## src/rtl/reg_file_sb.sv

```systemverilog
// reg_file_sb
//   Two-read / one-write register file with a busy (scoreboard) bit per
//   register. Reads are registered with one cycle of latency. A write and a
//   read of the same register in the same cycle return the new data. The busy
//   outputs show the busy state after that edge's write and reserve.
//
// Parameters
//   DATA_W   register width
//   ADDR_W   address width, depth = 2**ADDR_W
//   ZERO_REG 1: register 0 is hardwired to zero and is never busy
//
// Ports
//   clk       rising-edge clock
//   rst_n     asynchronous active-low reset
//   wr_en     write strobe
//   wr_addr   write address
//   wr_data   write data
//   rsv_en    reserve strobe (sets busy of rsv_addr)
//   rsv_addr  register to reserve
//   rs1, rs2  read addresses
//   rs_out    registered read data, port 1
//   rt_out    registered read data, port 2
//   rs_busy   registered busy bit of rs1
//   rt_busy   registered busy bit of rs2
module reg_file_sb #(
    parameter int DATA_W   = 32,
    parameter int ADDR_W   = 6,
    parameter int ZERO_REG = 0
) (
    input  logic              clk,
    input  logic              rst_n,
    input  logic              wr_en,
    input  logic [ADDR_W-1:0] wr_addr,
    input  logic [DATA_W-1:0] wr_data,
    input  logic              rsv_en,
    input  logic [ADDR_W-1:0] rsv_addr,
    input  logic [ADDR_W-1:0] rs1,
    input  logic [ADDR_W-1:0] rs2,
    output logic [DATA_W-1:0] rs_out,
    output logic [DATA_W-1:0] rt_out,
    output logic              rs_busy,
    output logic              rt_busy
);

    localparam int DEPTH = 1 << ADDR_W;

    logic [DATA_W-1:0] regs [DEPTH];
    logic [DEPTH-1:0]  busy;
    logic [DEPTH-1:0]  busy_nxt;
    logic              wr_ok;
    logic              rsv_ok;
    logic [DATA_W-1:0] rs_data;
    logic [DATA_W-1:0] rt_data;

    // With a hardwired zero register, accesses to address 0 are dropped here.
    // Register 0 then never changes from its reset value, so reads and bypass
    // of address 0 need no extra handling.
    assign wr_ok  = wr_en  && !((ZERO_REG != 0) && (wr_addr  == '0));
    assign rsv_ok = rsv_en && !((ZERO_REG != 0) && (rsv_addr == '0));

    // Apply the reserve after the write, so a reserve wins when both target
    // the same register. The reserve belongs to the newer instruction.
    always_comb begin
        busy_nxt = busy;
        if (wr_ok)
            busy_nxt[wr_addr] = 1'b0;
        if (rsv_ok)
            busy_nxt[rsv_addr] = 1'b1;
    end

    always_comb begin
        rs_data = regs[rs1];
        rt_data = regs[rs2];
        if (wr_ok && (wr_addr == rs1))
            rs_data = wr_data;
        if (wr_ok && (wr_addr == rs2))
            rt_data = wr_data;
    end

    always_ff @(posedge clk or negedge rst_n) begin
        if (!rst_n) begin
            for (int i = 0; i < DEPTH; i++)
                regs[i] <= '0;
            busy    <= '0;
            rs_out  <= '0;
            rt_out  <= '0;
            rs_busy <= 1'b0;
            rt_busy <= 1'b0;
        end else begin
            if (wr_ok)
                regs[wr_addr] <= wr_data;
            busy    <= busy_nxt;
            rs_out  <= rs_data;
            rt_out  <= rt_data;
            rs_busy <= busy_nxt[rs1];
            rt_busy <= busy_nxt[rs2];
        end
    end

endmodule

```

## config.mk

```make
export PLATFORM = sky130hd
export DESIGN_NAME = reg_file_sb
export DESIGN_NICKNAME = d
export VERILOG_FILES = /design/src/rtl/reg_file_sb.sv
export SDC_FILE = /design/constraint.sdc
export NUM_CORES = 2
export LEC_CHECK = 0
export BUFFER_PORTS_ARGS = -buffer_cell sky130_fd_sc_hd__buf_2
export CORE_MARGIN = 5
export CORE_UTILIZATION = 55
export DETAILED_ROUTE_END_ITERATION = 10
export GPL_TIMING_DRIVEN = 0
export MAX_ROUTING_LAYER = met4
export PLACE_DENSITY = 0.71
export SETUP_SLACK_MARGIN = 0.15
export SLEW_MARGIN = 5
export SYNTH_ARGS = -nofsm -noshare
export SYNTH_HDL_FRONTEND = slang
export SYNTH_SLANG_ARGS = --single-unit
```

## constraint.sdc

```tcl
create_clock -name clk -period 2.5 [get_ports clk]
set_input_delay 0.5 -clock clk [delete_from_list [all_inputs] [get_ports clk]]
set_output_delay 0.5 -clock clk [all_outputs]
set_load 0.02 [all_outputs]
```

==> run_results.csv <==
group,metric,value,unit
die,start_util,0.5531,
synth,syn_area,0.1145,mm²
clock_network,cts_tree,"yes",
grt,grt_start_max_net_pins,162,
critical_path,reg2reg_depth,4,
cells_and_area,layout.nets,7484,
placed_design,io_buffer_count,83,
die,num_io_pins,126,
detailed_routing,via_per_inst,7.746,
critical_path,crit_path_end_kind,"register",
timing,fmax,0.3923,GHz
die,row_count,167,
timing,relSlewSlack,-0.01751,
status,status,"complete, but fails checks",
power,p_leak,57.93,nW
synth,synth_seq_cells,2178,
synth,syn_nets,7092,
synth,synthCells,7032,
synth,synthFlopType,"dfrtp_1",
critical_path,critPathMostFrequentCell,"clkbuf_4",
clock_network,cts-htree-levels,4,
cells_and_area,fin_util,0.6337,
cells_and_area,syn_to_final_growth,14.56,%
critical_path,timing.rr.start,"regs[319]$_DFFE_PN0P_",
clock_network,cts.path.max_buffers,3,
timing,rsz0062_at_grt,"yes",
clock_network,root_buffer,"clkbuf_16",
timing,finalClockSkew,0.03781,ns
cells_and_area,final_cell_mix,"dfrtp_1, mux2_2, mux4_2",
timing,holdWs,-0.3412,ns
critical_path,reg2reg_to,"rt_out[31]$_DFF_PN0_",
critical_path,crit_fanout,10,
timing,hold_violations,740,
status,violations,"hold timing, capacitance limit, slew limit, setup timing",
critical_path,slowest_delay,0.71,ns
synth,synth-async-reset-ratio,1.000,
synth,yosysUniqueCellTypes,59,
critical_path,path_delay_family,"buffers and inverters",
clock_network,cts_buffers,230,
die,die_h,466.4,µm
critical_path,path_cells,"clkbuf_2 -> buf_4 -> clkbuf_4 -> buf_16 -> clkbuf_4 -> buf_12 -> nand3_1 -> o211ai_1",
grt,grt_pass1_vias,80257,
timing,post-route-period-util,1.020,
detailed_routing,detail-route-antenna-nets,0,
clock_network,clkSinkCount,2178,
placed_design,placed_cells,9954,
timing,postLayoutSetupSlackWorst,-0.04888,ns
critical_path,r2r_setup_slack,0.02,ns
critical_path,crit_path_top_delay_cell,"o211ai_1",
critical_path,cp.arrival,3.29,ns
critical_path,crit_start,"rs1[4]",
synth,yosysSeqAreaShare,0.4758,
grt,grtUsageTotal,0.4965,
clock_network,clk_latency,0.94,ns
synth,syn_area_per_cell,16.29,µm²
job,maxCapViolCount,3,
die,fp.coreArea,0.2071,mm²
detailed_routing,first_iter_violations,13445,
grt,gr-total-overflow,0,
detailed_routing,wl_per_cell,49.82,µm
cells_and_area,final_common_cell,"dfrtp_1",
detailed_routing,firstDrtPassIters,8,
detailed_routing,wirelength,521.5,mm
detailed_routing,vias,81094,
clock_network,path_clk_slew,0.06,ns
cells_and_area,drive_gt1_frac,0.5970,
timing,worst_pin_slew,1.526,ns
grt,antenna_found_initial,53,
die,die_x,466.4,µm
critical_path,start_kind,"input port",
synth,ys_warn_count,0,
die,die_area,0.2175,mm²
timing,drv_slew,22,
synth,synth_edf_count,0,
timing,setup-violations-final,1,
min_path,hold_class,"input port to asynchronous set/reset pin",
clock_network,ctsHoldBuffers,3,
critical_path,critPathRequiredTime,3.24,ns
placed_design,place_congestion,1.055,
critical_path,crit_buf_inv,6,
grt,grt_pass1_wl,698.1,mm
power,irDropWorstVdd,0.8010,mV
cells_and_area,fin_area,0.1312,mm²
detailed_routing,drc,0,
placed_design,place_area,0.1209,mm²
critical_path,worstSetupPathType,"input port to register",
cells_and_area,stdcell_count,10469,
power,power.density,758.0,mW/mm²
placed_design,dp_hpwl,357.6,mm
timing,finalCriticalPeriod,2.549,ns
per-layer routing:
metal | routed length [µm] | global-route usage
met5 | 0 | -
met2 | 210400 | 0.6340
met3 | 78940 | 0.2252
met4 | 57600 | 0.4175
met1 | 174600 | 0.5947
worst max path at each step:
stage	endpoint	slack, ns	cells past startpoint
after floorplan	rt_out[24]$_DFF_PN0_	-0.25	7
after global placement	regs[1808]$_DFFE_PN0P_	-47.43	1
after detailed placement	regs[437]$_DFFE_PN0P_	-2.33	6
after CTS	regs[364]$_DFFE_PN0P_	0.04	7
after global routing	rt_out[31]$_DFF_PN0_	0.02	4
final	rs_busy$_DFF_PN0_	-0.05	8
what timing repair did:
item / CTS / global route
resized for setup: 574 / 121
buffers inserted: 18 / 5
cloned: 1 / 2
endpoints found under the setup margin: 1983 / 1066
endpoints found under the hold margin: 67 / 740
pin swaps: 10 / 8
cells by family (layout without fill, tap and decap cells):
family	count (synthesis)	after routing	share of synthesized area
buffers and inverters	797	1381	0.02910
XOR/XNOR	12	12	0.0009176
other	0	65	0
AO/OA/AOI/OAI	169	169	0.01001
AND/OR/NAND/NOR	484	484	0.01855
flip-flops	2178	2178	0.4758
multiplexers	3392	3392	0.4656
cells in the mapped netlist, types with 6 or more instances:
library cell  count  area [µm²]
a21oi_1          16       80.08
a22o_1           12       105.1
a32oi_1           8       70.07
buf_1            93       349.1
buf_2            84       420.4
buf_4            45       337.8
buf_6             9       101.4
clkbuf_1        553        2076
dfrtp_1        2178       54500
inv_1            11       41.29
mux2_2         2046       23040
mux4_2         1344       30270
nand2_1         329        1235
nand3_1          24       120.1
nand3b_1          6       45.04
nand4_1           6       37.54
nor2_1           63       236.5
nor2b_1           7       43.79
nor3b_1           6       45.04
nor4bb_1          6       60.06
o2111ai_1         6       52.55
o21ai_0          56       280.3
o22ai_1          19       118.9
o32ai_1          14       122.6
xnor2_1           6       52.55
xor2_1            6       52.55
registers in the layout, summed over array words and instances, names as in the netlist:
register	cells
rs_busy	1
busy	64
rt_busy	1
rt_out	32
regs	2048
rs_out	32
cell type report:
type	instances	area, µm²
clock inverter	87	1161
multi-input combinational	4057	57490
fill	14998	75850
sequential	2178	54500
inverter	13	48.80
timing repair buffer	163	1946
antenna	65	162.7
tap	2788	3488
buffer	781	5723
clock buffer	337	6699
metrics by stage:
step	setup slack, ns	total power, W	setup TNS (ns)
2_1_floorplan	-0.2463	0.05537	-18.87
3_3_place_gp	-47.43	0.06146	-
3_5_place_dp	-2.329	0.06255	-3500.26
4_1_cts	0.03873	0.09836	0
5_1_grt	0.02470	0.1016	0
6_report	-0.04888	0.09946	-0.04888
power by group:
| group | switching, W | total (W) | internal (W) | leakage [nW] |
|---|---|---|---|---|
| logic | 0.00929 | 0.0196 | 0.0103 | 25.2 |
| registers | 0.00347 | 0.0436 | 0.0401 | 28.9 |
| clock network | 0.0159 | 0.0363 | 0.0205 | 3.85 |
No activity file was read; power rests on OpenSTA's default activity.
